==> config.mk <==
export PLATFORM = sky130hd
export DESIGN_NAME = vector_instr_sequencer
export DESIGN_NICKNAME = d
export VERILOG_FILES = /design/src/rtl/vector_seq_pkg.sv /design/src/rtl/vec_capture_fifo.sv /design/src/rtl/vector_instr_sequencer.sv
export SDC_FILE = /design/constraint.sdc
export NUM_CORES = 2
export LEC_CHECK = 0
export ABC_AREA = 1
export CAP_MARGIN = 0
export CORE_UTILIZATION = 32
export CTS_CLUSTER_SIZE = 10
export DETAILED_ROUTE_END_ITERATION = 10
export GPL_ROUTABILITY_DRIVEN = 0
export PLACE_DENSITY = 0.53
export SYNTH_ARGS = -nofsm -noshare
export SYNTH_HDL_FRONTEND = slang
export SYNTH_SLANG_ARGS = --single-unit
==> constraint.sdc <==
create_clock -name clk -period 24.9 [get_ports clk]
set_input_delay 4.98 -clock clk [delete_from_list [all_inputs] [get_ports clk]]
set_output_delay 4.98 -clock clk [all_outputs]
set_load 0.02 [all_outputs]
==> src/rtl/vector_seq_pkg.sv <==
// Shared opcode constants and state encoding for the vector instruction sequencer.
package vector_seq_pkg;

   localparam int OPC_W = 5;
   localparam logic [OPC_W-1:0] OPC_NOP  = 5'b01110;
   localparam logic [OPC_W-1:0] OPC_HALT = 5'b11111;

   typedef enum logic [1:0] {
      S_IDLE  = 2'd0,
      S_ISSUE = 2'd1,
      S_GAP   = 2'd2,
      S_DONE  = 2'd3
   } seq_state_t;

endpackage

==> src/rtl/vec_capture_fifo.sv <==
// Show-ahead capture FIFO: head entry is always presented while non-empty.
module vec_capture_fifo #(
   parameter int WIDTH = 160,
   parameter int DEPTH = 8
) (
   input  logic                       clk,
   input  logic                       rst,
   input  logic                       push,
   input  logic                       pop,
   input  logic [WIDTH-1:0]           wdata,
   output logic [WIDTH-1:0]           rdata,
   output logic [$clog2(DEPTH):0]     count,
   output logic                       full,
   output logic                       empty
);
   localparam int AW = $clog2(DEPTH);
   localparam int CW = AW + 1;

   logic [WIDTH-1:0] mem [DEPTH];
   logic [AW-1:0]    wr_ptr;
   logic [AW-1:0]    rd_ptr;
   logic             do_push;
   logic             do_pop;

   assign full    = (count == CW'(DEPTH));
   assign empty   = (count == '0);
   // A full FIFO still accepts a push when the same cycle frees a slot.
   assign do_push = push && (!full || pop);
   assign do_pop  = pop && !empty;
   assign rdata   = mem[rd_ptr];

   always_ff @(posedge clk) begin
      if (do_push) mem[wr_ptr] <= wdata;
   end

   always_ff @(posedge clk or negedge rst) begin
      if (!rst) begin
         wr_ptr <= '0;
         rd_ptr <= '0;
         count  <= '0;
      end else begin
         if (do_push) wr_ptr <= wr_ptr + 1'b1;
         if (do_pop)  rd_ptr <= rd_ptr + 1'b1;
         case ({do_push, do_pop})
            2'b10:   count <= count + 1'b1;
            2'b01:   count <= count - 1'b1;
            default: count <= count;
         endcase
      end
   end

endmodule

==> src/rtl/vector_instr_sequencer.sv <==
// Program buffer plus issue FSM feeding vector_cpu, with a capture FIFO for its memory writes.
//
//  state   | meaning
//  S_IDLE  | stopped; program buffer loadable, captures ignored
//  S_ISSUE | read mem[ptr]; issue it or stop on HALT
//  S_GAP   | spacing down-counter between issues
//  S_DONE  | program finished; instr held at NOP
module vector_instr_sequencer
   import vector_seq_pkg::*;
#(
   parameter int INSTR_W   = 30,
   parameter int DATA_W    = 32,
   parameter int LANES     = 4,
   parameter int DEPTH     = 16,
   parameter int GAP       = 10,
   parameter int CAP_DEPTH = 8
) (
   input  logic                          clk,
   input  logic                          rst,
   input  logic                          prog_we,
   input  logic [$clog2(DEPTH)-1:0]      prog_addr,
   input  logic [INSTR_W-1:0]            prog_data,
   input  logic                          start,
   input  logic                          abort,
   output logic [INSTR_W-1:0]            instr,
   output logic                          instr_valid,
   input  logic                          mem_wr_enable,
   input  logic [DATA_W-1:0]             wr_addr,
   input  logic [LANES*DATA_W-1:0]       wd,
   input  logic                          cap_rd_en,
   output logic                          cap_valid,
   output logic [DATA_W-1:0]             cap_addr,
   output logic [LANES*DATA_W-1:0]       cap_data,
   output logic [$clog2(CAP_DEPTH):0]    cap_count,
   output logic [$clog2(DEPTH):0]        issued_count,
   output logic                          busy,
   output logic                          done,
   output logic                          overflow
);
   localparam int AW    = $clog2(DEPTH);
   localparam int ENT_W = DATA_W * (LANES + 1);
   localparam int GW    = (GAP > 2) ? $clog2(GAP) : 1;
   // GAP state lasts GAP-1 cycles; counting down to zero from GAP-2 gives that.
   localparam logic [GW-1:0] GAP_LOAD = (GAP > 2) ? GW'(GAP - 2) : '0;
   localparam logic [INSTR_W-1:0] NOP_WORD = {OPC_NOP, {(INSTR_W-OPC_W){1'b0}}};
   localparam logic [AW-1:0] LAST_PTR = AW'(DEPTH - 1);

   logic [INSTR_W-1:0] pmem [DEPTH];
   seq_state_t         state;
   logic [AW-1:0]      ptr;
   logic [GW-1:0]      gap_cnt;
   logic [INSTR_W-1:0] cur_word;
   logic [OPC_W-1:0]   cur_opc;
   logic               start_run;
   logic               cap_push;
   logic               cap_full;
   logic               cap_empty;
   logic [ENT_W-1:0]   cap_head;

   assign cur_word  = pmem[ptr];
   assign cur_opc   = cur_word[INSTR_W-1 -: OPC_W];
   assign start_run = !abort && start && (state == S_IDLE || state == S_DONE);
   assign cap_push  = mem_wr_enable && (state != S_IDLE);

   always_ff @(posedge clk) begin
      if (prog_we && !busy) pmem[prog_addr] <= prog_data;
   end

   always_ff @(posedge clk or negedge rst) begin
      if (!rst) begin
         state        <= S_IDLE;
         ptr          <= '0;
         gap_cnt      <= '0;
         instr        <= NOP_WORD;
         instr_valid  <= 1'b0;
         issued_count <= '0;
         busy         <= 1'b0;
         done         <= 1'b0;
      end else begin
         instr_valid <= 1'b0;
         if (abort) begin
            state <= S_IDLE;
            instr <= NOP_WORD;
            busy  <= 1'b0;
            done  <= 1'b0;
         end else begin
            case (state)
               S_IDLE, S_DONE: begin
                  if (start) begin
                     state        <= S_ISSUE;
                     ptr          <= '0;
                     issued_count <= '0;
                     busy         <= 1'b1;
                     done         <= 1'b0;
                  end else if (state == S_DONE) begin
                     instr <= NOP_WORD;
                  end
               end
               S_ISSUE: begin
                  if (cur_opc == OPC_HALT) begin
                     state <= S_DONE;
                     instr <= NOP_WORD;
                     busy  <= 1'b0;
                     done  <= 1'b1;
                  end else begin
                     instr        <= cur_word;
                     instr_valid  <= 1'b1;
                     issued_count <= issued_count + 1'b1;
                     if (ptr == LAST_PTR) begin
                        state <= S_DONE;
                        busy  <= 1'b0;
                        done  <= 1'b1;
                     end else begin
                        ptr <= ptr + 1'b1;
                        if (GAP > 1) begin
                           state   <= S_GAP;
                           gap_cnt <= GAP_LOAD;
                        end
                     end
                  end
               end
               S_GAP: begin
                  if (gap_cnt == '0) state <= S_ISSUE;
                  else               gap_cnt <= gap_cnt - 1'b1;
               end
               default: state <= S_IDLE;
            endcase
         end
      end
   end

   // A drop in the same cycle as a restart still flags, so no lost capture goes unreported.
   always_ff @(posedge clk or negedge rst) begin
      if (!rst)                                       overflow <= 1'b0;
      else if (cap_push && cap_full && !cap_rd_en)    overflow <= 1'b1;
      else if (start_run)                             overflow <= 1'b0;
   end

   vec_capture_fifo #(
      .WIDTH (ENT_W),
      .DEPTH (CAP_DEPTH)
   ) u_cap_fifo (
      .clk   (clk),
      .rst   (rst),
      .push  (cap_push),
      .pop   (cap_rd_en),
      .wdata ({wr_addr, wd}),
      .rdata (cap_head),
      .count (cap_count),
      .full  (cap_full),
      .empty (cap_empty)
   );

   assign cap_valid = !cap_empty;
   assign cap_addr  = cap_head[ENT_W-1 -: DATA_W];
   assign cap_data  = cap_head[LANES*DATA_W-1:0];

endmodule
; ---- Yosys cells after proc, flatten, opt, wreduce, memory -nomap -nowiden
; Memory sizes are Yosys's and may differ from the RTL's.
; Cells that the tools add are included.
[op_classes]
n_reduce_logical = 31
bitwise_logic = 1
n_eq_ne = 17
add_sub_neg = 7
muxes = 42
[op_table]
columns = operator, n
row1 = 30-bit two-way mux, 4
row2 = 30-bit case mux with 2 select lines, 1
row3 = 4-bit two-way mux, 6
row4 = 4-bit case mux with 2 select lines, 3
row5 = 1-bit two-way mux, 19
row6 = 3-bit != test (second input constant), 4
row7 = 5-bit two-way mux, 2
row8 = 5-bit case mux with 2 select lines, 1
row9 = 5-bit AND reduction, 2
row10 = 2-bit nonzero test, 5
row11 = 4-bit by 1-bit adder with 4-bit output (second input constant), 2
row12 = 4-bit equality test (second input constant), 2
row13 = 1-bit logical AND, 8
row14 = 4-bit zero test, 2
row15 = 2-bit != test (second input constant), 4
row16 = 4-bit by 1-bit subtractor with 4-bit output (second input constant), 2
row17 = 3-bit by 1-bit adder with 3-bit output (second input constant), 2
row18 = 2-bit equality test (second input constant), 3
row19 = 2-bit two-way mux, 3
row20 = 2-bit case mux with 3 select lines, 1
row21 = 3-bit AND reduction, 2
row22 = 5-bit by 1-bit adder with 5-bit output (second input constant), 1
row23 = 5-bit equality test (second input constant), 1
row24 = 1-bit zero test, 5
row25 = 10 further kinds, 13
[totals]
ff_bits = 59
ram_bits = 1760
word_cells = 112
n_memories = 2
inputBits = 201
[memory_table]
columns = name, words, word_bits, rd, rd_ports_with_merged_regs, write_ports, line_no
row1 = u_cap_fifo.mem, 8, 160, 1, 0, 1, vec_capture_fifo.sv:19  ; logic [WIDTH-1:0] mem [DEPTH];
row2 = pmem, 16, 30, 1, 0, 1, vector_instr_sequencer.sv:48  ; logic [INSTR_W-1:0] pmem [DEPTH];

; ---- Logic depth before layout (Yosys ltp)
[logic_depth]
ltp_word = 6
depth_mapped = 17
mapped_depth_nobuf = 14

; ---- Cells and area by module
; Synthesis repeated with hierarchy kept, for this count alone.
[hier_totals]
hier_cells = 7142
area_unflattened_um2 = 76624.7
[modules_own_cells]
columns = mod, cells_each, area_each_um2, seq_area_each_um2, instances
row1 = vec_capture_fifo, 5618, 55294.3, 38687.1, 1
row2 = vector_instr_sequencer, 1524, 21330.5, 15643.8, 1

; ---- Worst setup path after synthesis
; No wires, ideal clock.
[synth_path]
kind = input to register
start = in mem_wr_enable
end = mem u_cap_fifo.mem[0][0], enable pin
path_slack_ns = 11.753
path_stages = 5
arrival_ns = 12.465
path_buffers = 0
cell_sequence = inv_1 nor3_1 inv_1 or2_2 nor2_1
[synth_via]
elab_chain_cells = 4
[synth_lines]
columns = item, line_no
row1 = "start, declared", vector_instr_sequencer.sv:27  ; input logic mem_wr_enable,
row2 = 1-bit logical AND, vector_instr_sequencer.sv:63  ; assign cap_push = mem_wr_enable && (state != S_IDLE);
row3 = 1-bit logical AND, vec_capture_fifo.sv:28  ; assign do_push = push && (!full || pop);
row4 = 1-bit two-way mux, vec_capture_fifo.sv:33  ; if (do_push) mem[wr_ptr] <= wdata;
row5 = 1-bit two-way mux (implied by the code), vec_capture_fifo.sv:33
row6 = "end, declared", vec_capture_fifo.sv:19
; No other way between the ends.

; ---- Final worst setup path
[layout_path]
start = reg u_cap_fifo.rd_ptr[0]
end = out cap_addr[29]
[layout_via]
elab_chain_cells = 1
[layout_lines]
columns = item, line_no
row1 = "start, declared", vec_capture_fifo.sv:21  ; logic [AW-1:0] rd_ptr;
row2 = "start signal, assigned", vec_capture_fifo.sv:43  ; if (do_pop) rd_ptr <= rd_ptr + 1'b1;
row3 = memory read 8 x 160 bit, -
row4 = "end, declared", vector_instr_sequencer.sv:32  ; output logic [DATA_W-1:0] cap_addr,
; No other way between the ends.

==> impl.org <==
** Outcome
- Outcome :: finished, final reports clean

** Placed design
- DP Area :: just under 0.08 mm2
- Timing analysis after detailed placement gives a worst setup slack of about 15 ns.
- Summed over all nets, the half-perimeter wirelength after detailed placement is 96960 um.
- Port Buffer Count :: around 400

** Final layout
- Layout overhead on the synthesized area :: 18.54%
- Of the cells placed in the final design, the portion with a size suffix greater than 1 is under 10%.
- The top cell types in the final layout, fill and taps aside, are sky130_fd_sc_hd__edfxtp_1, sky130_fd_sc_hd__nor2_1, sky130_fd_sc_hd__o21ai_0.
- Commonest non-fill, non-tap cell in the layout :: sky130_fd_sc_hd__edfxtp_1
- After the last flow step, the layout net total stands at just under 6000.
- Summing all multi-input logic gate instances after layout gives 0.01458 mm2.
- After filler insertion, the fill cell instance count of the layout stands at between 20000 and 25000.
- Area occupied by registers :: ~0.054 mm2
- The finished cells cover approximately 0.083 mm2.

** Clocking
- CTS resizes :: 0
- Clk_lat worst skew :: around 0.85 ns
- Number of sinks driven by the clock tree :: between 1500 and 2000
- H-tree level count :: 4
- Cell at the root of the clock tree :: sky130_fd_sc_hd__clkbuf_16
- Hold bufs inserted after CTS :: 0
- No sink is reached through more buffers than the 3 on the longest clock path.
- Clk slew on worst S/H paths :: 0.06 ns
- TritonCTS built the clock tree.
- After clock tree synthesis, the setup repair step added 0 buffers.
- The number of clock buffers added by TritonCTS is ~210.

** Pwr
- The analysis attributes to cell leakage a power of between 20 and 30 nW.
- Power spread over the standard cell area amounts to ~110 mW/mm2.
- VDD sags by at most ~0.077 mV.

** Setup path
- For the worst setup path, the data arrival time is 5.81 ns.
- Highest cell delay on the worst timing path :: approximately 1 ns
- Required @ worst endpoint :: around 20 ns
- WP buf/inv :: 4
- Critical path's slowest cell :: sky130_fd_sc_hd__buf_4
- Measured in cells, the most critical reg-to-reg path has a length of 8.
- Type of the setup path with the least slack :: register to primary output
- Cell breakdown of the critical path :: inv_8, buf_12, buf_4, o21ai_0, o22ai_1, nor2_1, a31oi_1, clkdlybuf4s50_1
- Grouping stages by cell kind, the critical path spends the most delay in buffers and inverters.
- Element type at the critical path end :: primary output
- Cell count along the critical path :: 8
- In this run the worst path has a maximum fanout of 257.
- Worst Setup Start Kind :: register

** Synth
- Ranked by total cell area, the synthesized netlist is headed by sky130_fd_sc_hd__edfxtp_1, sky130_fd_sc_hd__nor2_1, sky130_fd_sc_hd__o21ai_0.
- Largest area contributor in the netlist :: sky130_fd_sc_hd__edfxtp_1
- Number of enable-type register cells in the synthesized netlist :: about 1800
- For this run, asynchronously set or reset flops after synthesis account for around 3.2%.
- During synthesis, Yosys emitted a total of 0 warnings.
- In this run the biggest area consumer among cell types represents approximately three quarters of the synthesized area.
- In the synthesized netlist the dominant register cell turns out to be sky130_fd_sc_hd__edfxtp_1.
- Average cell area after synthesis :: about 13 um2
- Instance count of the mapped netlist :: ~5400
- Sequential share of the synthesized area :: 77.25%
- Total of flip-flops plus latches after synthesis :: 1819
- Net count of the mapped netlist :: roughly 5600
- Synthesis instantiated 38 different standard cells from the library.
- Syn Std Cell Area :: approximately 0.07 mm2

** Global route
- The number of global-route vias before repair was approximately 42000.
- Largest net degree at the start of global routing :: 258
- The number of antenna violations at the first check in global routing came to 37.
- Global route overflow :: 0
- First-pass GRT wire length :: 281800 um
- Aggregate global-route resource usage :: around 17%

** Timing
- On the final layout, the worst clock skew is between 0.08 and 0.09 ns.
- Headroom to the max-slew limit came out at 12.11%.
- Setup violations remaining at the end of the flow were counted as 0.
- The final-report hold violation count is 0.
- Across all setup checks in the final design, the least slack found is between 10 and 15 ns.
- Max-slew violation count :: 0
- Max frequency :: just over 90 MHz
- At the pin with the least slew margin, the transition time is approximately 1.3 ns.
- Of the available clock period, the critical path in the final layout requires ~43%.
- Setup total negative slack :: 0 ns
- The worst path needs between 10 and 15 ns of the cycle, external delays included.
- RSZ-0062 raised after global routing :: false

** Detailed routing
- The routed design has around 190000 um of wire.
- For this block, the initial DRC count from the detailed router was around 3300.
- The count of nets left with antenna violations once routing finished came out at 0.
- Drt via density :: approximately 5.0
- DRC violations left :: 0
- The routed layout has 43385 vias.
- Dividing the detail-routed wire length by the instance count gives 22.05 um.
- First-pass iteration count of the detailed router :: 5

** Hold path
- The tightest min-delay check is of the register to register type.
- The worst hold path was traced through 2 stages.

** Floorplan
- Measured along the x axis, the die boundary spans ~470 um.
- Boundary Pins :: 405
- In this run the standard cell core region covers between 0.2 and 0.25 mm2.
- The initialized floorplan defines about 170 standard-cell rows.
- Die span in y :: ~470 um
- Effective utilization at floorplan :: roughly a third
- The floorplan step defined a die boundary enclosing roughly 0.22 mm2.

** Flow run
- Number of maximum-capacitance violations :: 0
## Yosys cell counts (2+ instances only)
| cell type | n |
|---|---|
| sky130_fd_sc_hd__nand4_1 | 2 |
| sky130_fd_sc_hd__ha_1 | 11 |
| sky130_fd_sc_hd__buf_1 | 21 |
| sky130_fd_sc_hd__o221ai_1 | 37 |
| sky130_fd_sc_hd__buf_4 | 7 |
| sky130_fd_sc_hd__nand2_1 | 427 |
| sky130_fd_sc_hd__a311oi_1 | 13 |
| sky130_fd_sc_hd__dfrtp_1 | 56 |
| sky130_fd_sc_hd__o22ai_1 | 160 |
| sky130_fd_sc_hd__a31oi_1 | 197 |
| sky130_fd_sc_hd__buf_2 | 42 |
| sky130_fd_sc_hd__buf_6 | 5 |
| sky130_fd_sc_hd__inv_1 | 46 |
| sky130_fd_sc_hd__nor2_4 | 2 |
| sky130_fd_sc_hd__xor2_1 | 5 |
| sky130_fd_sc_hd__nor2_1 | 1339 |
| sky130_fd_sc_hd__nand2_2 | 5 |
| sky130_fd_sc_hd__nand3_2 | 2 |
| sky130_fd_sc_hd__nor3_1 | 14 |
| sky130_fd_sc_hd__or2_2 | 4 |
| sky130_fd_sc_hd__edfxtp_1 | 1760 |
| sky130_fd_sc_hd__dfstp_2 | 3 |
| sky130_fd_sc_hd__o21ai_0 | 768 |
| sky130_fd_sc_hd__clkbuf_1 | 267 |
| sky130_fd_sc_hd__o21ai_1 | 9 |
| sky130_fd_sc_hd__a21oi_1 | 16 |
| sky130_fd_sc_hd__inv_2 | 7 |
| sky130_fd_sc_hd__xnor2_1 | 3 |
| sky130_fd_sc_hd__nand3_1 | 135 |
| sky130_fd_sc_hd__o211ai_1 | 2 |
## per-layer routing
metal	vias up	track usage [%]	wire length, um
met3	317	3.491	10940
li1	20223	-	-
met4	26	5.921	5712
met5	-	0	144
met2	1111	27.20	90560
met1	21708	22.55	84100
## report_power, final
part	internal, W	switching, W	total (W)
clock	0.00153	0.00119	0.00272
sequential	0.00361	0.0000994	0.00371
combinational	0.00100	0.00208	0.00309
total	0.00615	0.00337	0.00952
## through the flow
stage               total power, W  cells  utilization, %  hold slack, ns
finish                    0.009520   8682           38.28          0.4762
global route               0.01001   8677           38.27          0.5129
CTS                       0.009653   8663           38.26          0.4816
detailed placement        0.006903   8360           35.54          0.4642
global placement          0.006882   8360           35.54          0.4637
floorplan                 0.005598   5373               -          0.4588
## final cells by class
class	count	share of cell area (%)
Inverter	54	0.2761
Clock inverter	28	0.5748
Antenna cell	19	0.05703
Clock buffer	275	6.531
Multi-Input combinational cell	3157	17.48
Sequential cell	1819	65.18
Timing Repair Buffer	476	5.613
Tap cell	2854	4.283
## flip-flops by register name, indices dropped and copies added, names as in the netlist
| name | flops |
|---|---|
| u_cap_fifo.mem | 1280 |
| pmem | 480 |
| overflow | 1 |
| busy | 1 |
| done | 1 |
| u_cap_fifo.wr_ptr | 3 |
| instr_valid | 1 |
| instr | 30 |
| ptr | 4 |
| u_cap_fifo.count | 4 |
| state | 2 |
| u_cap_fifo.rd_ptr | 3 |
| gap_cnt | 4 |
| issued_count | 5 |
## worst register-to-register path, stage by stage (launching register included)
cell and delay [ns]:
sky130_fd_sc_hd__dfrtp_1 0.38, sky130_fd_sc_hd__inv_1 0.09, sky130_fd_sc_hd__ha_1 0.24, sky130_fd_sc_hd__nor3_1 0.48, sky130_fd_sc_hd__nand2_1 0.38, sky130_fd_sc_hd__nor2_4 0.60, sky130_fd_sc_hd__buf_4 0.71, sky130_fd_sc_hd__buf_4 0.77
sky130_fd_sc_hd__buf_4 0.77
## final timing paths
kind                                                       start                          endpoint  slack (ns)
worst max register to register              state[0]$_DFFE_PN0P_  u_cap_fifo.mem[1][115]$_DFFE_PP_       20.00
max in group asynchronous                                    rst  u_cap_fifo.rd_ptr[0]$_DFFE_PN0P_       19.76
worst min-delay path                        instr[5]$_DFFE_PN0P_              instr[5]$_DFFE_PN0P_        0.48
worst min register to register              instr[5]$_DFFE_PN0P_              instr[5]$_DFFE_PN0P_        0.48
min in group asynchronous                                    rst              instr[7]$_DFFE_PN0P_        4.29
worst max-delay path            u_cap_fifo.rd_ptr[0]$_DFFE_PN0P_                      cap_addr[29]       14.11
## cell families (layout without fill, tap and decap cells)
logic type,count (synthesis),after routing,share of synthesized area (%)
AO/OA/AOI/OAI,1206,1206,9.510
XOR/XNOR,8,8,0.09963
adder cells (fa/ha/maj),11,11,0.1957
buffers and inverters,397,833,2.286
flip-flops,1819,1819,77.25
other,0,19,0
AND/OR/NAND/NOR,1932,1932,10.66
Power figures use the tool's default switching activity.
